<file path="config.mk">
export PLATFORM = sky130hd
export DESIGN_NAME = pagerank_iter
export DESIGN_NICKNAME = d
export VERILOG_FILES = /design/src/rtl/pagerank_iter.sv
export SDC_FILE = /design/constraint.sdc
export NUM_CORES = 2
export LEC_CHECK = 0
export BUFFER_PORTS_ARGS = -buffer_cell sky130_fd_sc_hd__buf_4
export CELL_PAD_IN_SITES_DETAIL_PLACEMENT = 0
export CELL_PAD_IN_SITES_GLOBAL_PLACEMENT = 1
export CORE_AREA = 8 8 368 370
export DETAILED_ROUTE_END_ITERATION = 8
export DIE_AREA = 0 0 376 378
export GPL_TIMING_DRIVEN = 0
export PLACE_DENSITY_LB_ADDON = 0.2
export SLEW_MARGIN = 20
export SYNTH_ARGS = -nofsm -noshare
export SYNTH_HDL_FRONTEND = slang
export SYNTH_SLANG_ARGS = --single-unit
</file>
<file path="constraint.sdc">
create_clock -name clk -period 28.6 [get_ports clk]
set_input_delay 5.72 -clock clk [delete_from_list [all_inputs] [get_ports clk]]
set_output_delay 5.72 -clock clk [all_outputs]
set_load 0.02 [all_outputs]
</file>
<file path="src/rtl/pagerank_iter.sv">
// PageRank power iteration over N nodes: one CONTRIB cycle, N ROW cycles and one COMMIT cycle per iteration.
// Ranks, weights and damping are unsigned WIDTH-bit fractions; start is ignored while busy.
module pagerank_iter #(
  parameter int N     = 4,
  parameter int WIDTH = 16,
  parameter int ITW   = 8
) (
  input  logic               clk,
  input  logic               reset,
  input  logic               start,
  input  logic [N*N-1:0]     adj,
  input  logic [N*WIDTH-1:0] nodeWeight,
  input  logic [WIDTH-1:0]   damping,
  input  logic [WIDTH-1:0]   tol,
  input  logic [ITW-1:0]     max_iter,
  output logic               busy,
  output logic               done,
  output logic               converged,
  output logic [ITW-1:0]     iter_count,
  output logic [N*WIDTH-1:0] node_val
);
  localparam int LG = $clog2(N);
  localparam int SW = WIDTH + LG;
  localparam int PW = SW + WIDTH;

  typedef enum logic [2:0] {S_IDLE, S_CONTRIB, S_ROW, S_COMMIT, S_DONE} state_t;

  state_t           r_state;
  logic [N-1:0]     r_adj     [N];
  logic [WIDTH-1:0] r_w       [N];
  logic [WIDTH-1:0] r_rank    [N];
  logic [WIDTH-1:0] r_contrib [N];
  logic [WIDTH-1:0] r_next    [N];
  logic [WIDTH-1:0] r_d;
  logic [WIDTH-1:0] r_tol;
  logic [ITW-1:0]   r_max;
  logic [ITW-1:0]   r_iter;
  logic [LG-1:0]    r_row;
  logic             r_done;
  logic             r_conv;

  logic [WIDTH-1:0] w_contrib [N];
  logic [SW-1:0]    w_sum;
  logic [PW-1:0]    w_prod;
  logic [SW-1:0]    w_dsum;
  logic [WIDTH:0]   w_one_m_d;
  logic [WIDTH:0]   w_base;
  logic [SW:0]      w_nsum;
  logic [WIDTH-1:0] w_nval;
  logic [WIDTH-1:0] w_diff;
  logic             w_conv;
  logic             w_last;

  always_comb begin
    for (int j = 0; j < N; j++)
      w_contrib[j] = WIDTH'(((2*WIDTH)'(r_rank[j]) * (2*WIDTH)'(r_w[j])) >> WIDTH);
  end

  // One row of the adjacency-weighted sum per ROW cycle, selected by r_row.
  always_comb begin
    w_sum = '0;
    for (int j = 0; j < N; j++)
      if (r_adj[r_row][j]) w_sum = w_sum + SW'(r_contrib[j]);
  end

  assign w_prod    = PW'(r_d) * PW'(w_sum);
  assign w_dsum    = SW'(w_prod >> WIDTH);
  assign w_one_m_d = {1'b1, {WIDTH{1'b0}}} - {1'b0, r_d};
  assign w_base    = w_one_m_d >> LG;
  assign w_nsum    = (SW+1)'(w_base) + (SW+1)'(w_dsum);
  assign w_nval    = (|w_nsum[SW:WIDTH]) ? '1 : w_nsum[WIDTH-1:0];

  always_comb begin
    w_conv = 1'b1;
    w_diff = '0;
    for (int i = 0; i < N; i++) begin
      w_diff = (r_next[i] >= r_rank[i]) ? (r_next[i] - r_rank[i]) : (r_rank[i] - r_next[i]);
      if (w_diff > r_tol) w_conv = 1'b0;
    end
  end

  assign w_last = (({1'b0, r_iter} + (ITW+1)'(1)) >= {1'b0, r_max});

  always_ff @(posedge clk) begin
    if (reset) begin
      r_state <= S_IDLE;
      r_done  <= 1'b0;
      r_conv  <= 1'b0;
      r_iter  <= '0;
      r_row   <= '0;
      r_d     <= '0;
      r_tol   <= '0;
      r_max   <= '0;
      for (int i = 0; i < N; i++) begin
        r_adj[i]     <= '0;
        r_w[i]       <= '0;
        r_rank[i]    <= '0;
        r_contrib[i] <= '0;
        r_next[i]    <= '0;
      end
    end else begin
      r_done <= 1'b0;
      case (r_state)
        S_IDLE: begin
          if (start) begin
            for (int i = 0; i < N; i++) begin
              r_adj[i]  <= adj[i*N +: N];
              r_w[i]    <= nodeWeight[i*WIDTH +: WIDTH];
              r_rank[i] <= WIDTH'(1) << (WIDTH - LG);
            end
            r_d     <= damping;
            r_tol   <= tol;
            r_max   <= (max_iter == '0) ? ITW'(1) : max_iter;
            r_iter  <= '0;
            r_conv  <= 1'b0;
            r_state <= S_CONTRIB;
          end
        end
        S_CONTRIB: begin
          for (int j = 0; j < N; j++) r_contrib[j] <= w_contrib[j];
          r_row   <= '0;
          r_state <= S_ROW;
        end
        S_ROW: begin
          r_next[r_row] <= w_nval;
          if (r_row == LG'(N - 1)) r_state <= S_COMMIT;
          else                     r_row   <= r_row + LG'(1);
        end
        S_COMMIT: begin
          for (int i = 0; i < N; i++) r_rank[i] <= r_next[i];
          r_iter <= r_iter + ITW'(1);
          if (w_conv) begin
            r_conv  <= 1'b1;
            r_done  <= 1'b1;
            r_state <= S_DONE;
          end else if (w_last) begin
            r_done  <= 1'b1;
            r_state <= S_DONE;
          end else begin
            r_state <= S_CONTRIB;
          end
        end
        S_DONE:  r_state <= S_IDLE;
        default: r_state <= S_IDLE;
      endcase
    end
  end

  assign busy       = (r_state != S_IDLE);
  assign done       = r_done;
  assign converged  = r_conv;
  assign iter_count = r_iter;

  for (genvar i = 0; i < N; i++) begin : g_out
    assign node_val[i*WIDTH +: WIDTH] = r_rank[i];
  end
endmodule

</file>
==> impl_metrics.toml <==
[synth]
syn_avg_cell_area_um2 = 9.08
synth_top_flop_cell = "edfxtp_1"
yosysWarnings = 0
yosys.area.top_type = "fa_1"
syn_inst = 7084
syn-cell-area_um2 = 64400
synthTopCellsByCount = "inv_1, fa_1, nand2_1"
synth.distinct_cells = 91
synth_fp_nets = 8980
synth_seq_cells = 329
synth_most_common_cell = "inv_1"
ys_top_cells_by_area = "fa_1, ha_1, edfxtp_1"
synthArstFlopShare = 0
synth_edf_count = 256
synth.top_cell.area_share = 0.313
yosysSeqAreaShare = 0.142

[global_routing]
antenna_found_initial = 9
grt_pass1_wl_um = 308000
grt_use_total = 0.280
grt_max_degree = 40
grt_pass1_vias = 52500
overflow = 0

[hold_path]
min_path_type = "flop to flop"

[sta]
slew_headroom = 0.199
skew_ps = 49.7
rsz0062_at_grt = "false"
setup_slack_ps = 10200
final_hold_viol_count = 0
timing.final.crit_period_ps = 18400
holdWs_ps = 454
fin_tns_setup_ps = 0
tightest_slew_ps = 1200
setup_viol = 0
max_freq_mhz = 54.4
slew_violations = 0
period_share = 0.643

[clock_tree]
h-tree-depth = 2
cts_resized = 0
clkTransAtPathRegs_ps = 60
root_buffer = "clkbuf_16"
clk_latency_ps = 670
cts_tree = "yes"
cts_max_path_buffers = 3
cts-buffers-inserted = 45
holdBufCountCts = 0
clock-sinks = 329
post_cts_buffers = 0

[placement]
gp_congestion = 0.942
place.port_buffers = 197
dp_hpwl_um = 163000
preCtsSetupSlack_ps = 10530

[route]
drt-initial-drc-count = 3460
dr_total_vias = 50000
via_per_inst = 5.47
wire_per_inst_um = 21.6
routed_wl_um = 197000
drcViolationCount = 0
drt_pre_antenna_iters = 6
ant_nets = 0

[setup_path]
cp_max_fo = 10
end_kind = "flop"
worst_setup_path_start_kind = "flop"
slowest_delay_ps = 640
cp.required_ps = 28970
crit_arrival_ps = 18770
timing.setup.critical_path_class = "flop to flop"
cpMostUsedCell = "fa_1"
critical_path.slowest_cell = "mux4_2"

[power_and_ir_drop]
swShare = 0.522
p_leak_nw = 33.3
p_seq_frac = 0.159
combPwrFrac = 0.691
internal_power_w = 0.00197
ir_drop_v = 0.0000886
cellPowerDensity_nw_per_um2 = 58.9
p_switching_w = 0.00215
clkPwrFrac = 0.150

[final_layout]
fill_cells = 12300
finalNetCount = 9233
drive_gt1_frac = 0.0521
syn_to_final_growth_pct = 8.55
final-seq-area_um2 = 9150
fin_util = 0.537
multi_input_area_um2 = 48800

[floorplan]
ios = 198
num_rows = 133
die_h_um = 378
initial_core_util = 0.495
dieArea_um2 = 142000
die_w_um = 376
core_area_um2 = 130000

[flow_run]
max_cap_violations = 0

[outcome]
status = "finished, final reports clean"
==> power by group through the flow <==
stage	Clock (W)	Combinational, W	Sequential (W)
4_1_cts	0.000626	0.00283	0.000653
3_5_place_dp	0	0.00280	0.000662
3_3_place_gp	0	0.00276	0.000666
2_1_floorplan	0	0.00191	0.000619
6_report	0.000616	0.00284	0.000654
5_1_grt	0.000641	0.00315	0.000657
==> worst max-delay path, delay by kind of cell, from the launching register on <==
family	cells	cell delay [ps]
AO/OA/AOI/OAI	26	7030
adder cells (fa/ha/maj)	13	5330
multiplexers	2	970
XOR/XNOR	4	670
flip-flops	1	460
buffers and inverters	10	1980
AND/OR/NAND/NOR	6	1620
==> final cells by class <==
class / count / share of cell area
clock inverter: 31 / 0.00528
sequential: 329 / 0.131
timing repair buffer: 206 / 0.0239
tap: 1755 / 0.0314
multi-input combinational: 5057 / 0.699
antenna: 5 / 0.000179
clock buffer: 52 / 0.0174
inverter: 1393 / 0.0748
buffer: 305 / 0.0174
==> sequential cells by signal, summed over array words and instances, names as in the netlist, named ones only <==
signal / count
done: 1
iter_count: 8
r_max: 8
r_tol: 16
r_contrib: 64
r_row: 2
converged: 1
r_d: 16
r_w: 64
r_rank: 64
r_state: 3
r_next: 64
r_adj: 16
==> metrics by stage <==
stage | total power (W) | area [µm²] | std cells
floorplan | 0.00253 | 64400 | 7084
finish | 0.00411 | 69900 | 9133
global route | 0.00445 | 69800 | 9128
detailed placement | 0.00346 | 68300 | 9045
global placement | 0.00343 | 68000 | 9036
CTS | 0.00411 | 69800 | 9128
==> cell families after synthesis <==
family | Yosys count | synth area share
simple gates | 2188 | 0.166
fa+ha+maj | 1776 | 0.462
buf+inv | 1698 | 0.100
compound gates | 839 | 0.0923
flops | 329 | 0.142
xor+xnor | 185 | 0.0252
mux | 69 | 0.0121
==> cell usage in the layout, fill, tap and decap left out, drive strengths merged, types with 9 or more instances in the layout <==
master	instances
xnor2	117
nand4	43
a31oi	40
o211ai	12
edfxtp	256
nor3	151
nand3b	10
o31ai	10
nor4	15
a22o	18
and2	583
dfxtp	73
buf	224
inv	1400
nor2	190
clkbuf	339
and4	9
fa	1005
or3	25
xor2	68
nand3	58
a21oi	212
mux2i	37
o21bai	36
a211oi	30
mux2	28
and3	30
nor2b	47
o21a	48
a21o	137
o21ai	153
nand2b	44
a2111oi	24
clkinv	15
a22oi	21
nand2	954
a41oi	9
ha	768
==> worst paths after layout <==
kind	start	endpoint	slack, ps	cells past startpoint
worst max-delay path	flop	r_next[3][10]	10200	61
worst max register to register	flop	r_next[3][10]	10200	61
worst min-delay path	r_max[0]	r_max[0]	450	2
worst min register to register	r_max[0]	r_max[0]	450	2
==> layer usage <==
layer / vias to the layer above / wire length [µm] / track usage
li1: 22900 / - / -
met1: 25200 / 85600 / 0.378
met2: 1547 / 91300 / 0.460
met3: 320 / 13700 / 0.0464
met4: 2 / 6810 / 0.0886
met5: - / 13 / 0
Note: power is estimated with default switching activity, not from simulation.
